$ cat src/rtl/lc4_cmp_sched_if.sv
// lc4_cmp_sched_if: requester, comparator and response signals of the shared LC4 comparator scheduler
//   r0_*/r1_*  request channels (valid/ready, op, operands a/b)
//   cmp_a/b    operands to the shared comparator; cmp_16..cmpui_19 its results
//   resp_*     one-entry response buffer (valid/ready, id, data, nzp); done_cnt completed handshakes
interface lc4_cmp_sched_if #(
    parameter int DATA_W = 16,
    parameter int CNT_W  = 16
);
    logic              r0_valid, r0_ready, r1_valid, r1_ready;
    logic [1:0]        r0_op, r1_op;
    logic [DATA_W-1:0] r0_a, r0_b, r1_a, r1_b;
    logic [DATA_W-1:0] cmp_a, cmp_b, cmp_16, cmpu_17, cmpi_18, cmpui_19;
    logic              resp_valid, resp_ready, resp_id;
    logic [DATA_W-1:0] resp_data;
    logic [2:0]        resp_nzp;
    logic [CNT_W-1:0]  done_cnt;
    modport master (
        output r0_valid, r0_op, r0_a, r0_b, r1_valid, r1_op, r1_a, r1_b,
        output cmp_16, cmpu_17, cmpi_18, cmpui_19, resp_ready,
        input  r0_ready, r1_ready, cmp_a, cmp_b, resp_valid, resp_id, resp_data, resp_nzp, done_cnt
    );
    modport slave (
        input  r0_valid, r0_op, r0_a, r0_b, r1_valid, r1_op, r1_a, r1_b,
        input  cmp_16, cmpu_17, cmpi_18, cmpui_19, resp_ready,
        output r0_ready, r1_ready, cmp_a, cmp_b, resp_valid, resp_id, resp_data, resp_nzp, done_cnt
    );
endinterface

$ cat src/rtl/lc4_cmp_sched.sv
// lc4_cmp_sched: round-robin sharing of one LC4 comparator between two requesters with a one-entry response buffer
//   clk, rst_n  clock and asynchronous active-low reset
//   bus         lc4_cmp_sched_if slave: request channels, comparator operands/results, response buffer
module lc4_cmp_sched #(
    parameter int DATA_W = 16,
    parameter int CNT_W  = 16
) (
    input logic               clk,
    input logic               rst_n,
    lc4_cmp_sched_if.slave    bus
);
    typedef enum logic {EMPTY, FULL} state_t;
    state_t            r_state;
    logic              r_last, r_id;
    logic [DATA_W-1:0] r_data;
    logic [2:0]        r_nzp;
    logic [CNT_W-1:0]  r_cnt;
    logic              w_can, w_any, w_gnt, w_acc;
    logic [1:0]        w_op;
    logic [DATA_W-1:0] w_res;
    assign w_can = (r_state == EMPTY) | bus.resp_ready;
    assign w_any = bus.r0_valid | bus.r1_valid;
    // on contention alternate away from the last accepted requester
    assign w_gnt = (bus.r0_valid & bus.r1_valid) ? ~r_last : bus.r1_valid;
    assign bus.r0_ready = w_can & bus.r0_valid & ~w_gnt;
    assign bus.r1_ready = w_can & bus.r1_valid & w_gnt;
    assign w_acc = bus.r0_ready | bus.r1_ready;
    assign w_op = w_gnt ? bus.r1_op : bus.r0_op;
    assign bus.cmp_a = w_any ? (w_gnt ? bus.r1_a : bus.r0_a) : '0;
    assign bus.cmp_b = w_any ? (w_gnt ? bus.r1_b : bus.r0_b) : '0;
    assign w_res = w_op == 2'd0 ? bus.cmp_16 : w_op == 2'd1 ? bus.cmpu_17 : w_op == 2'd2 ? bus.cmpi_18 : bus.cmpui_19;
    assign bus.resp_valid = (r_state == FULL);
    assign bus.resp_id = r_id;
    assign bus.resp_data = r_data;
    assign bus.resp_nzp = r_nzp;
    assign bus.done_cnt = r_cnt;
    always_ff @(posedge clk or negedge rst_n) begin
        if (!rst_n) begin
            r_state <= EMPTY;
            r_last  <= 1'b1;
            r_id    <= 1'b0;
            r_data  <= '0;
            r_nzp   <= 3'b000;
            r_cnt   <= '0;
        end else begin
            if (r_state == FULL && bus.resp_ready)
                r_cnt <= r_cnt + 1'b1;
            if (w_acc) begin
                r_state <= FULL;
                r_last  <= w_gnt;
                r_id    <= w_gnt;
                r_data  <= w_res;
                r_nzp   <= {w_res[DATA_W-1], w_res == '0, ~w_res[DATA_W-1] & (w_res != '0)};
            end else if (bus.resp_ready) begin
                r_state <= EMPTY;
            end
        end
    end
endmodule

$ cat src/flat_wrapper.sv
// flat-port wrapper written by rule: the top's interface ports become plain ports
module lc4_cmp_sched_flat 
#(
    parameter int DATA_W = 16,
    parameter int CNT_W  = 16
)
  (clk, rst_n, bus_r0_valid, bus_r0_op, bus_r0_a, bus_r0_b, bus_r1_valid, bus_r1_op, bus_r1_a, bus_r1_b, bus_cmp_16, bus_cmpu_17, bus_cmpi_18, bus_cmpui_19, bus_resp_ready, bus_r0_ready, bus_r1_ready, bus_cmp_a, bus_cmp_b, bus_resp_valid, bus_resp_id, bus_resp_data, bus_resp_nzp, bus_done_cnt);
  lc4_cmp_sched_if #(.DATA_W(DATA_W), .CNT_W(CNT_W)) bus_i ();
  input logic clk;
  input logic rst_n;
  input wire logic [$bits(bus_i.r0_valid)-1:0] bus_r0_valid;
  input wire logic [$bits(bus_i.r0_op)-1:0] bus_r0_op;
  input wire logic [$bits(bus_i.r0_a)-1:0] bus_r0_a;
  input wire logic [$bits(bus_i.r0_b)-1:0] bus_r0_b;
  input wire logic [$bits(bus_i.r1_valid)-1:0] bus_r1_valid;
  input wire logic [$bits(bus_i.r1_op)-1:0] bus_r1_op;
  input wire logic [$bits(bus_i.r1_a)-1:0] bus_r1_a;
  input wire logic [$bits(bus_i.r1_b)-1:0] bus_r1_b;
  input wire logic [$bits(bus_i.cmp_16)-1:0] bus_cmp_16;
  input wire logic [$bits(bus_i.cmpu_17)-1:0] bus_cmpu_17;
  input wire logic [$bits(bus_i.cmpi_18)-1:0] bus_cmpi_18;
  input wire logic [$bits(bus_i.cmpui_19)-1:0] bus_cmpui_19;
  input wire logic [$bits(bus_i.resp_ready)-1:0] bus_resp_ready;
  output wire logic [$bits(bus_i.r0_ready)-1:0] bus_r0_ready;
  output wire logic [$bits(bus_i.r1_ready)-1:0] bus_r1_ready;
  output wire logic [$bits(bus_i.cmp_a)-1:0] bus_cmp_a;
  output wire logic [$bits(bus_i.cmp_b)-1:0] bus_cmp_b;
  output wire logic [$bits(bus_i.resp_valid)-1:0] bus_resp_valid;
  output wire logic [$bits(bus_i.resp_id)-1:0] bus_resp_id;
  output wire logic [$bits(bus_i.resp_data)-1:0] bus_resp_data;
  output wire logic [$bits(bus_i.resp_nzp)-1:0] bus_resp_nzp;
  output wire logic [$bits(bus_i.done_cnt)-1:0] bus_done_cnt;
  assign bus_i.r0_valid = bus_r0_valid;
  assign bus_i.r0_op = bus_r0_op;
  assign bus_i.r0_a = bus_r0_a;
  assign bus_i.r0_b = bus_r0_b;
  assign bus_i.r1_valid = bus_r1_valid;
  assign bus_i.r1_op = bus_r1_op;
  assign bus_i.r1_a = bus_r1_a;
  assign bus_i.r1_b = bus_r1_b;
  assign bus_i.cmp_16 = bus_cmp_16;
  assign bus_i.cmpu_17 = bus_cmpu_17;
  assign bus_i.cmpi_18 = bus_cmpi_18;
  assign bus_i.cmpui_19 = bus_cmpui_19;
  assign bus_i.resp_ready = bus_resp_ready;
  assign bus_r0_ready = bus_i.r0_ready;
  assign bus_r1_ready = bus_i.r1_ready;
  assign bus_cmp_a = bus_i.cmp_a;
  assign bus_cmp_b = bus_i.cmp_b;
  assign bus_resp_valid = bus_i.resp_valid;
  assign bus_resp_id = bus_i.resp_id;
  assign bus_resp_data = bus_i.resp_data;
  assign bus_resp_nzp = bus_i.resp_nzp;
  assign bus_done_cnt = bus_i.done_cnt;
  lc4_cmp_sched #(.DATA_W(DATA_W), .CNT_W(CNT_W)) u_core (.clk(clk), .rst_n(rst_n), .bus(bus_i));
endmodule
$ cat config.mk
export PLATFORM = sky130hd
export DESIGN_NAME = lc4_cmp_sched_flat
export DESIGN_NICKNAME = d
export VERILOG_FILES = /design/src/rtl/lc4_cmp_sched_if.sv /design/src/rtl/lc4_cmp_sched.sv /design/src/flat_wrapper.sv
export SDC_FILE = /design/constraint.sdc
export NUM_CORES = 1
export LEC_CHECK = 0
export ABC_AREA = 1
export ABC_CLOCK_PERIOD_IN_PS = 2400
export CORE_AREA = 2 2 80 82
export DETAILED_ROUTE_END_ITERATION = 10
export DIE_AREA = 0 0 82 84
export DONT_BUFFER_PORTS = 1
export GPL_TIMING_DRIVEN = 0
export PLACE_DENSITY = 0.67
export SYNTH_ARGS = -nofsm -noshare
export SYNTH_HDL_FRONTEND = slang
export SYNTH_SLANG_ARGS = --single-unit
$ cat constraint.sdc
create_clock -name clk -period 2.4 [get_ports clk]
set_input_delay 0.36 -clock clk [delete_from_list [all_inputs] [get_ports clk]]
set_output_delay 0.36 -clock clk [all_outputs]
set_load 0.02 [all_outputs]
==> results of run 1 <==
-- timing repair --
item / in CTS / in global routing
gates resized for setup: 0 / 0
endpoints found under the hold margin: 37 / 0
endpoints found under the setup margin: 0 / 0
hold buffers: 2 / 0
-- power by group --
group | internal, mW | switching (mW) | total [mW]
Clock | 0.338 | 0.221 | 0.559
Sequential | 0.742 | 0.272 | 1.01
Combinational | 0.228 | 0.443 | 0.671
-- metrics by stage --
| stage | cell area (µm²) | hold WS, ns |
|---|---|---|
| 2_1_floorplan | 2830 | 0.0644 |
| 3_3_place_gp | 2930 | 0.0651 |
| 3_5_place_dp | 2930 | 0.0651 |
| 4_1_cts | 3080 | 0.164 |
| 5_1_grt | 3080 | 0.184 |
| 6_report | 3080 | 0.172 |
-- kinds of logic (layout without fill, tap and decap cells) --
| family | count (synthesis) | count (layout) | share of synthesized area (%) |
|---|---|---|---|
| flip-flops | 37 | 37 | 32.7 |
| multiplexers | 1 | 1 | 0.398 |
| buffers and inverters | 57 | 67 | 9.19 |
| XOR/XNOR | 15 | 15 | 4.64 |
| AO/OA/AOI/OAI | 19 | 19 | 3.98 |
| AND/OR/NAND/NOR | 308 | 308 | 48.6 |
| adder cells (fa/ha/maj) | 1 | 1 | 0.442 |
-- cell type report --
type	count	area (µm²)
Fill cell	621	3020
Multi-Input combinational cell	344	1640
Sequential cell	37	927
Buffer	23	133
Inverter	34	128
Tap cell	77	96.3
Clock buffer	6	82.6
Clock inverter	2	37.5
Timing Repair Buffer	2	30.0
-- critical path, cell delays in order, from the launching register on --
cell and delay [ns]:
sky130_fd_sc_hd__dfstp_2 0.56, sky130_fd_sc_hd__nand2_4 0.06, sky130_fd_sc_hd__nand2_2 0.08, sky130_fd_sc_hd__buf_6 0.14, sky130_fd_sc_hd__clkbuf_1 0.35, sky130_fd_sc_hd__nand3_1 0.13, sky130_fd_sc_hd__nand2_1 0.24
-- worst paths after layout --
| check | startpoint | end | slack [ns] | depth (start not counted) |
|---|---|---|---|---|
| max reg2reg | u_core.r_last | u_core.bus.resp_nzp[0] | 0.24 | 17 |
| max in group asynchronous | rst_n | u_core.r_last | 1.63 | 2 |
| max | u_core.r_last | bus_cmp_b[0] | 0.18 | 6 |
| min in group asynchronous | rst_n | u_core.bus.done_cnt[7] | 0.52 | 2 |
| min | bus_resp_ready | u_core.bus.resp_valid | 0.17 | 1 |
| min reg2reg | u_core.r_last | u_core.r_last | 0.50 | 2 |
-- sequential cells by signal, indices dropped and copies added (netlist names) --
| signal | cells |
|---|---|
| u_core.bus.done_cnt | 16 |
| u_core.bus.resp_data | 15 |
| u_core.bus.resp_nzp | 3 |
| u_core.bus.resp_id | 1 |
| u_core.bus.resp_valid | 1 |
| u_core.r_last | 1 |
-- cells in the final DEF (no fill, tap or decap), types with 2 or more instances in the layout --
cell,instances
sky130_fd_sc_hd__nand2_2,4
sky130_fd_sc_hd__inv_1,32
sky130_fd_sc_hd__clkbuf_1,14
sky130_fd_sc_hd__inv_2,2
sky130_fd_sc_hd__nand3_1,58
sky130_fd_sc_hd__o21ai_0,4
sky130_fd_sc_hd__xnor2_1,5
sky130_fd_sc_hd__dfrtp_1,36
sky130_fd_sc_hd__nor2_1,44
sky130_fd_sc_hd__buf_4,4
sky130_fd_sc_hd__buf_6,4
sky130_fd_sc_hd__nand3b_1,22
sky130_fd_sc_hd__clkbuf_8,6
sky130_fd_sc_hd__nand2_4,6
sky130_fd_sc_hd__nor3_1,4
sky130_fd_sc_hd__xor2_1,10
sky130_fd_sc_hd__nand2_1,168
sky130_fd_sc_hd__a31oi_1,14
-- metal layers --
metal | vias up | GRT usage (%) | part of all wire, %
li1 | 1408 | - | -
met1 | 1267 | 32.4 | 42
met2 | 137 | 40.1 | 48
met3 | 12 | 5.63 | 8.2
met4 | 0 | 5.91 | 1.4
met5 | - | 0 | 0
==> flow_metrics.py, run 1 <==
metrics = {
    "timing": {
        "maxClockFrequency_mhz": 451,
        "final_hold_violation_count": 0,
        "maxSlewViolCount": 0,
        "max_slew.worst_pin.slew_ns": 0.487,
        "report.final.setup_viol": 0,
        "min_period_over_period_pct": 92.4,
        "rsz_0062_raised_after_global_routing": "no",
        "worst_path_setup_slack_after_routing_ns": 0.181,
        "worst_case_headroom_to_the_max_slew_limit_pct": 67.4,
        "period_needed_ns": 2.22,
        "final.setup.tns_ns": 0,
        "finClkSkew_ns": 0.00794,
    },
    "logic_synthesis": {
        "ys_warn_count": 0,
        "ys_async_sr_fraction_pct": 100,
        "postSynthCellCount": 438,
        "synthFlopType": "sky130_fd_sc_hd__dfrtp_1",
        "post_synthesis_net_count": 576,
        "yosys.cell_types.count": 24,
        "synth.top_cells.by_count": "168 x sky130_fd_sc_hd__nand2_1, 58 x sky130_fd_sc_hd__nand3_1, 44 x sky130_fd_sc_hd__nor2_1",
        "ff_latch_count_synth": 37,
        "yosys-top-cells-area": "sky130_fd_sc_hd__dfrtp_1 32%, sky130_fd_sc_hd__nand2_1 22%, sky130_fd_sc_hd__nand3_1 10%",
        "yosysTopAreaCell": "sky130_fd_sc_hd__dfrtp_1",
        "count_of_flip_flops_with_a_built_in_enable_after_synthesis": 0,
        "syn-mean-instance-area_um2": 6.46,
        "yosysMostFrequentCell": "sky130_fd_sc_hd__nand2_1",
        "yosysTopAreaCellShare_pct": 31.8,
        "synth_seq_area_share_pct": 32.7,
        "syn-cell-area_um2": 2830,
    },
    "route": {
        "detailroute.via_count": 2824,
        "post_route_drc": 0,
        "final_antenna_net_count": 0,
        "wl_per_cell_um": 16.6,
        "dr.first_iter.drc_count": 172,
        "postRouteWirelength_mm": 8.69,
        "first_pass_iters": 4,
        "dr_vias_cell": 5.38,
    },
    "place": {
        "dp_worst_setup_slack_ns": 0.248,
        "buffer_ports.inserted": 0,
        "finalWeightedCongestion": 0.883,
        "place_hpwl_mm": 7.14,
        "placed_cells": 515,
    },
    "clock_tree": {
        "cts.clk_slew.worst_paths_ns": 0.08,
        "clk_latency_ns": 0.29,
        "clock_tree.htree_level_count": 2,
        "root_buffer": "sky130_fd_sc_hd__clkbuf_8",
        "cts.sinks": 37,
        "cts_tree": "done",
        "num_cts_buffers": 5,
        "clk_path_buf_depth": 2,
        "number_of_setup_buffers_added_after_cts": 0,
    },
    "final_layout": {
        "syn_to_final_growth_pct": 8.71,
        "finish.cell_count_without_fillers": 525,
        "final_layout_size_suffix_gt1_share_pct": 7.14,
        "fin_util_pct": 50.5,
        "nNetsFinal": 585,
        "antenna_cells": 0,
    },
    "status": {
        "result_of_the_run": "finished, final reports clean",
    },
    "power": {
        "total_power_mw": 2.24,
        "power_leakage_nw": 1.66,
        "power_density_nw_per_um2": 729,
        "vdd.ir_drop.worst_mv": 0.398,
    },
    "floorplanning": {
        "ios": 208,
        "die_height_um": 84,
        "placeableCoreArea_um2": 6100,
        "initial_core_util_pct": 46.4,
        "fp.dieArea_um2": 6890,
        "dieWidth_um": 82,
        "number_of_rows_in_the_core_area": 29,
    },
    "global_routing": {
        "grt_antenna_before_repair": 0,
        "global_route_wire_length_before_repair_mm": 13.1,
        "grt_usage_pct": 24.5,
        "grt_max_degree": 38,
        "overflow": 0,
        "grt_pass1_vias": 2592,
    },
    "flow_run": {
        "maxCapViolations": 0,
    },
    "critical_path": {
        "crit_type": "flop to output port",
        "worst_setup_path_start_kind": "flop",
        "cp-end-kind": "output port",
        "cp.arrival_ns": 1.86,
        "critPathMaxFanout": 10,
        "worst_ep_required_time_ns": 2.04,
    },
    "min_path": {
        "timing.hold.worst.class": "primary input to flop",
    },
}
(Power assumes the default switching activity.)
==> run 2, diff against run 1 <==
--- a/config.mk
+++ b/config.mk
@@ -7,12 +7,13 @@
 export LEC_CHECK = 0
 export ABC_AREA = 1
 export ABC_CLOCK_PERIOD_IN_PS = 2400
-export CORE_AREA = 2 2 80 82
+export CORE_MARGIN = 4
+export CORE_UTILIZATION = 48
 export DETAILED_ROUTE_END_ITERATION = 10
-export DIE_AREA = 0 0 82 84
 export DONT_BUFFER_PORTS = 1
 export GPL_TIMING_DRIVEN = 0
-export PLACE_DENSITY = 0.67
+export PLACE_DENSITY = 0.68
+export SLEW_MARGIN = 20
 export SYNTH_ARGS = -nofsm -noshare
 export SYNTH_HDL_FRONTEND = slang
 export SYNTH_SLANG_ARGS = --single-unit
==> run 2 against run 1 <==
Sequential cell count did not move. Cell count fell by 0.95%. Sequential share of layout area rose by 0.098 points. Utilization rose by 4.2 points. Sequential power barely moved. Critical endpoint is now bus_cmp_a[4].
==> flow_metrics.py, run 2 (synthesis gave the netlist of run 1 again) <==
metrics = {
    "critical_path": {
        "reg2reg_to": "u_core.bus.resp_nzp[0]",
        "critPathMaxFanout": 10,
        "worst_setup_path_start_kind": "flop",
        "crit_type": "flop to output port",
        "rrSetupSlack_ns": 0.26,
        "worst_ep_required_time_ns": 2.04,
        "cp-end-kind": "output port",
        "critical_path.reg2reg.startpoint": "u_core.r_last",
        "cp.arrival_ns": 1.81,
        "worst-r2r-cell-count": 17,
    },
    "power": {
        "netSwitchingFraction_pct": 41.7,
        "vdd.ir_drop.worst_mv": 0.462,
        "internal-power_mw": 1.31,
        "power_density_nw_per_um2": 732,
        "total_power_mw": 2.24,
        "p_comb_share_pct": 29.8,
        "power_switching_uw": 936,
        "clock_power_share_pct": 25.0,
        "power.sequential.fraction_pct": 45.2,
        "power_leakage_nw": 1.66,
    },
    "floorplanning": {
        "die_height_um": 84.8,
        "fp.dieArea_um2": 7190,
        "number_of_rows_in_the_core_area": 27,
        "initial_core_util_pct": 50.5,
        "dieWidth_um": 84.8,
        "ios": 208,
        "placeableCoreArea_um2": 5610,
    },
    "clock_tree": {
        "cts_tree": "done",
        "clk_latency_ns": 0.29,
        "num_cts_buffers": 5,
        "post_cts_resize_count": 0,
        "number_of_setup_buffers_added_after_cts": 0,
        "root_buffer": "sky130_fd_sc_hd__clkbuf_8",
        "clk_path_buf_depth": 2,
        "clock_tree.htree_level_count": 2,
        "cts.sinks": 37,
        "cts.clk_slew.worst_paths_ns": 0.07,
    },
    "timing": {
        "worst_case_headroom_to_the_max_slew_limit_pct": 66.6,
        "final.setup.tns_ns": 0,
        "max_slew.worst_pin.slew_ns": 0.499,
        "final.hold.worst_slack_ns": 0.186,
        "finClkSkew_ns": 0.00457,
        "min_period_over_period_pct": 90.5,
        "final_hold_violation_count": 0,
        "maxClockFrequency_mhz": 460,
        "report.final.setup_viol": 0,
        "period_needed_ns": 2.17,
        "worst_path_setup_slack_after_routing_ns": 0.228,
        "rsz_0062_raised_after_global_routing": "no",
        "maxSlewViolCount": 0,
    },
    "global_routing": {
        "grt_antenna_before_repair": 0,
        "grt_max_degree": 38,
        "grt_usage_pct": 23.5,
        "grt_pass1_vias": 2628,
        "global_route_wire_length_before_repair_mm": 13.6,
        "overflow": 0,
    },
    "place": {
        "buffer_ports.inserted": 0,
        "placed_cells": 510,
        "dp_worst_setup_slack_ns": 0.251,
        "finalWeightedCongestion": 0.859,
        "place_hpwl_mm": 7.24,
    },
    "route": {
        "detailroute.via_count": 2822,
        "first_pass_iters": 5,
        "dr_vias_cell": 5.43,
        "wl_per_cell_um": 16.9,
        "final_antenna_net_count": 0,
        "postRouteWirelength_mm": 8.81,
        "post_route_drc": 0,
        "dr.first_iter.drc_count": 161,
    },
    "final_layout": {
        "finish.cell_count_without_fillers": 520,
        "final_common_cell": "sky130_fd_sc_hd__nand2_1",
        "layout.filler_cells": 570,
        "commonest_non_fill_non_tap_cells_in_the_layout": "168 x sky130_fd_sc_hd__nand2_1, 58 x sky130_fd_sc_hd__nand3_1, 44 x sky130_fd_sc_hd__nor2_1",
        "nNetsFinal": 585,
        "antenna_cells": 0,
        "largest_reg_flops": 16,
        "final_layout_size_suffix_gt1_share_pct": 6.92,
        "syn_to_final_growth_pct": 8.35,
    },
    "min_path": {
        "hold_depth": 1,
        "min_to": "u_core.bus.resp_valid",
        "timing.hold.worst.class": "primary input to flop",
        "hp-start": "bus_resp_ready",
    },
    "flow_run": {
        "maxCapViolations": 0,
    },
    "status": {
        "result_of_the_run": "finished, final reports clean",
    },
}
==> run 2: what timing repair did <==
action | in CTS | in global routing
endpoints found under the hold margin | 37 | 0
setup endpoints to repair | 0 | 0
hold buffers | 2 | 0
==> run 2: power by group through the flow <==
stage	logic (mW)	registers, mW	clock network (mW)
final	0.669	1.02	0.560
after global routing	0.759	1.03	0.591
after CTS	0.671	1.02	0.568
after detailed placement	0.650	1.03	0
after global placement	0.637	1.03	0
after floorplan	0.541	0.987	0
==> run 2: worst max path at each step <==
stage	depth (start not counted)	startpoint	slack [ns]	end
after floorplan	17	u_core.r_last	0.57	u_core.bus.resp_nzp[0]
after global placement	17	u_core.r_last	0.28	u_core.bus.resp_nzp[0]
after detailed placement	17	u_core.r_last	0.25	u_core.bus.resp_nzp[0]
after CTS	6	u_core.r_last	0.21	bus_cmp_a[4]
after global routing	16	u_core.r_last	0.03	u_core.bus.resp_nzp[0]
final	6	u_core.r_last	0.23	bus_cmp_a[4]
==> run 2: metal layers <==
| metal | global-route usage, % | wire, µm | vias to the layer above |
|---|---|---|---|
| li1 | - | - | 1406 |
| met1 | 32.2 | 3650 | 1262 |
| met2 | 36.9 | 4190 | 143 |
| met3 | 5.79 | 808 | 11 |
| met4 | 6.76 | 155 | 0 |
| met5 | 0 | 0 | - |
==> run 2: layout make-up <==
| type | count | area, µm² | area share, % |
|---|---|---|---|
| Timing Repair Buffer | 2 | 30.0 | 0.979 |
| Clock buffer | 7 | 86.3 | 2.81 |
| Sequential cell | 37 | 927 | 30.2 |
| Tap cell | 72 | 90.1 | 2.94 |
| Buffer | 23 | 133 | 4.32 |
| Clock inverter | 1 | 30.0 | 0.979 |
| Inverter | 34 | 128 | 4.16 |
| Multi-Input combinational cell | 344 | 1640 | 53.6 |
==> run 2: stage by stage <==
stage / utilization, % / instance area (µm²)
floorplan: - / 2830
finish: 54.7 / 3070
CTS: 54.7 / 3070
global placement: 52.1 / 2920
detailed placement: 52.1 / 2920
global route: 54.7 / 3070
==> run 2: worst max-delay path, cell delays in order (launching register included) <==
cell,delay [ns]
sky130_fd_sc_hd__dfstp_2,0.56
sky130_fd_sc_hd__nand2_4,0.06
sky130_fd_sc_hd__nand2_2,0.07
sky130_fd_sc_hd__buf_6,0.14
sky130_fd_sc_hd__clkbuf_1,0.33
sky130_fd_sc_hd__nand3_1,0.12
sky130_fd_sc_hd__nand2_1,0.24
==> run 3, diff against run 2 <==
--- a/config.mk
+++ b/config.mk
@@ -6,13 +6,13 @@
 export NUM_CORES = 1
 export LEC_CHECK = 0
 export ABC_AREA = 1
-export ABC_CLOCK_PERIOD_IN_PS = 2400
+export ABC_CLOCK_PERIOD_IN_PS = 1750
 export CORE_MARGIN = 4
 export CORE_UTILIZATION = 48
 export DETAILED_ROUTE_END_ITERATION = 10
 export DONT_BUFFER_PORTS = 1
 export GPL_TIMING_DRIVEN = 0
-export PLACE_DENSITY = 0.68
+export PLACE_DENSITY = 0.7
 export SLEW_MARGIN = 20
 export SYNTH_ARGS = -nofsm -noshare
 export SYNTH_HDL_FRONTEND = slang
==> constraint.sdc (replaced) <==
create_clock -name clk -period 1.75 [get_ports clk]
set_input_delay 0.2625 -clock clk [delete_from_list [all_inputs] [get_ports clk]]
set_output_delay 0.2625 -clock clk [all_outputs]
set_load 0.02 [all_outputs]
==> run 3 against run 2 <==
The flow now finishes with violations (negative setup slack). Sequential cell count unchanged. Via count increased by 15%. First-iteration DRC count increased by 30%. Largest cell class unchanged.
==> flow_metrics.py, run 3 (synthesis gave the netlist of run 1 again) <==
metrics = {
    "critical_path": {
        "critical_path.reg2reg.startpoint": "u_core.r_last",
        "critical_path.top_delay_family": "simple AND/OR/NAND/NOR gates",
        "buffer_and_inverter_count_on_the_worst_path": 3,
        "crit_type": "flop to flop",
        "worst_setup_path_start_kind": "flop",
        "reg2reg_to": "u_core.bus.resp_nzp[0]",
        "cp_common_cell": "sky130_fd_sc_hd__nand2_1",
        "worst_ep_required_time_ns": 1.94,
        "worst-r2r-cell-count": 17,
        "cpMaxStageDelayCell": "sky130_fd_sc_hd__dfstp_2",
        "peak_per_stage_delay_on_the_critical_path_ns": 0.57,
        "cp-end-kind": "flop",
        "rrSetupSlack_ns": -0.31,
        "critPathMaxFanout": 8,
        "cp.arrival_ns": 2.25,
        "critical_path.cell_chain": "nand2_4 > nand2_4 > buf_8 > nand2_4 > nand2_8 > buf_6 > nand2_1 > nand2_1 > inv_1 > nand2_2 > nand2_1 > nor2_1 > nand2_1 > nor2_2 > nand2_1 > nand2_1 > nand2_1",
    },
    "place": {
        "finalWeightedCongestion": 0.900,
        "place_hpwl_mm": 7.44,
        "placed_cells": 510,
        "buffer_ports.inserted": 0,
    },
    "timing": {
        "finClkSkew_ns": 0.00782,
        "maxClockFrequency_mhz": 486,
        "worst_path_setup_slack_after_routing_ns": -0.309,
        "worst_case_headroom_to_the_max_slew_limit_pct": 26.3,
        "rsz_0062_raised_after_global_routing": "yes",
        "maxSlewViolCount": 0,
        "period_needed_ns": 2.06,
        "max_slew.worst_pin.slew_ns": 1.11,
        "report.final.setup_viol": 37,
        "min_period_over_period_pct": 118,
        "final_hold_violation_count": 0,
    },
    "power": {
        "vdd.ir_drop.worst_mv": 0.614,
        "total_power_mw": 3.42,
        "power_density_nw_per_um2": 798,
        "power_leakage_nw": 2.05,
    },
    "final_layout": {
        "seqCellArea_um2": 932,
        "final_layout_size_suffix_gt1_share_pct": 39.4,
        "commonest_non_fill_non_tap_cells_in_the_layout": "95 x sky130_fd_sc_hd__nand2_1, 41 x sky130_fd_sc_hd__nand2_4, 39 x sky130_fd_sc_hd__nor2_1",
        "largest_reg_flops": 16,
        "finish.cell_count_without_fillers": 547,
        "syn_to_final_growth_pct": 51.4,
        "final_common_cell": "sky130_fd_sc_hd__nand2_1",
        "antenna_cells": 0,
        "nNetsFinal": 612,
        "multi_input_gate_area_um2": 2420,
        "layout.filler_cells": 413,
    },
    "clock_tree": {
        "clock_tree.htree_level_count": 2,
        "cts_tree": "done",
        "cts.clk_slew.worst_paths_ns": 0.07,
        "cts.sinks": 37,
        "root_buffer": "sky130_fd_sc_hd__clkbuf_8",
        "clk_path_buf_depth": 2,
        "clk_latency_ns": 0.30,
        "num_cts_buffers": 5,
    },
    "route": {
        "detailroute.via_count": 3244,
        "final_antenna_net_count": 0,
        "post_route_drc": 0,
        "dr.first_iter.drc_count": 209,
        "first_pass_iters": 5,
        "postRouteWirelength_mm": 12.0,
        "dr_vias_cell": 5.93,
        "wl_per_cell_um": 21.9,
    },
    "floorplanning": {
        "fp.dieArea_um2": 7190,
        "initial_core_util_pct": 50.5,
        "placeableCoreArea_um2": 5610,
        "die_height_um": 84.8,
        "number_of_rows_in_the_core_area": 27,
        "dieWidth_um": 84.8,
        "ios": 208,
    },
    "global_routing": {
        "overflow": 0,
        "grt_antenna_before_repair": 0,
        "global_route_wire_length_before_repair_mm": 17.0,
        "grt_pass1_vias": 3255,
        "grt_usage_pct": 30.2,
        "grt_max_degree": 38,
    },
    "min_path": {
        "hp-start": "bus_resp_ready",
        "hold_depth": 1,
        "min_to": "u_core.bus.resp_valid",
        "timing.hold.worst.class": "primary input to flop",
    },
    "flow_run": {
        "maxCapViolations": 0,
    },
    "status": {
        "result_of_the_run": "complete, but fails checks",
        "failed_checks": "negative setup slack",
    },
}
==> run 3: worst register-to-register path, stage by stage (launching register included) <==
cell and delay, ns:
sky130_fd_sc_hd__dfstp_2 0.57, sky130_fd_sc_hd__nand2_4 0.08, sky130_fd_sc_hd__nand2_4 0.09, sky130_fd_sc_hd__buf_8 0.13
sky130_fd_sc_hd__nand2_4 0.06, sky130_fd_sc_hd__nand2_8 0.11, sky130_fd_sc_hd__buf_6 0.14, sky130_fd_sc_hd__nand2_1 0.05
sky130_fd_sc_hd__nand2_1 0.05, sky130_fd_sc_hd__inv_1 0.05, sky130_fd_sc_hd__nand2_2 0.09, sky130_fd_sc_hd__nand2_1 0.07
sky130_fd_sc_hd__nor2_1 0.11, sky130_fd_sc_hd__nand2_1 0.08, sky130_fd_sc_hd__nor2_2 0.12, sky130_fd_sc_hd__nand2_1 0.07
sky130_fd_sc_hd__nand2_1 0.06, sky130_fd_sc_hd__nand2_1 0.05
==> run 3: layout make-up <==
cell class                 count  area share (%)
buffer                        23            6.10
clock buffer                   6            1.69
clock inverter                 2           0.233
inverter                      34            3.27
multi-input combinational    344            56.5
sequential                    37            21.7
tap                           72            2.10
timing repair buffer          29            8.37
==> run 3: what timing repair did <==
action                     4_1_cts  5_1_grt
pin swaps                       34       45
hold endpoints to repair        37        0
setup endpoints to repair       48       56
hold buffers                     2        0
resized for setup              171       69
buffers inserted                12        8
gates cloned                     7        2
==> run 3: how the worst max path moves through the flow <==
stage	from	endpoint	slack, ns	depth (start not counted)
detailed placement	u_core.r_last	u_core.bus.resp_nzp[0]	-0.31	17
floorplan	u_core.r_last	u_core.bus.resp_nzp[0]	-0.05	17
global route	u_core.r_last	u_core.bus.resp_nzp[0]	-0.41	15
global placement	u_core.r_last	u_core.bus.resp_nzp[0]	-0.32	17
finish	u_core.r_last	u_core.bus.resp_nzp[0]	-0.31	17
CTS	u_core.r_last	u_core.bus.resp_nzp[0]	-0.27	15
==> run 3: routing by layer <==
layer	track usage (%)	up-vias	share of wire [%]	routed length, µm
met5	0	-	0	0
met4	15.3	0	5.1	606
met3	9.91	53	9.1	1100
met2	50.9	220	51	6110
met1	34.1	1497	35	4190
li1	-	1474	-	-
==> run 3: report_power, final <==
| group | internal (mW) | switching, mW |
|---|---|---|
| Sequential | 1.03 | 0.393 |
| Clock | 0.276 | 0.306 |
| Combinational | 0.571 | 0.850 |
==> run 3: through the flow <==
stage / setup WS, ns / hold slack, ns / utilization, % / area (µm²) / setup TNS, ns
CTS: -0.270 / 0.0706 / 70.9 / 3980 / -5.29
detailed placement: -0.315 / -0.0323 / 52.8 / 2960 / -1.32
floorplan: -0.0536 / -0.0331 / - / 2870 / -0.0536
global placement: -0.320 / -0.0323 / 52.8 / 2960 / -1.09
global route: -0.411 / 0.0772 / 76.5 / 4290 / -8.53
finish: -0.309 / 0.0702 / 76.5 / 4290 / -6.44
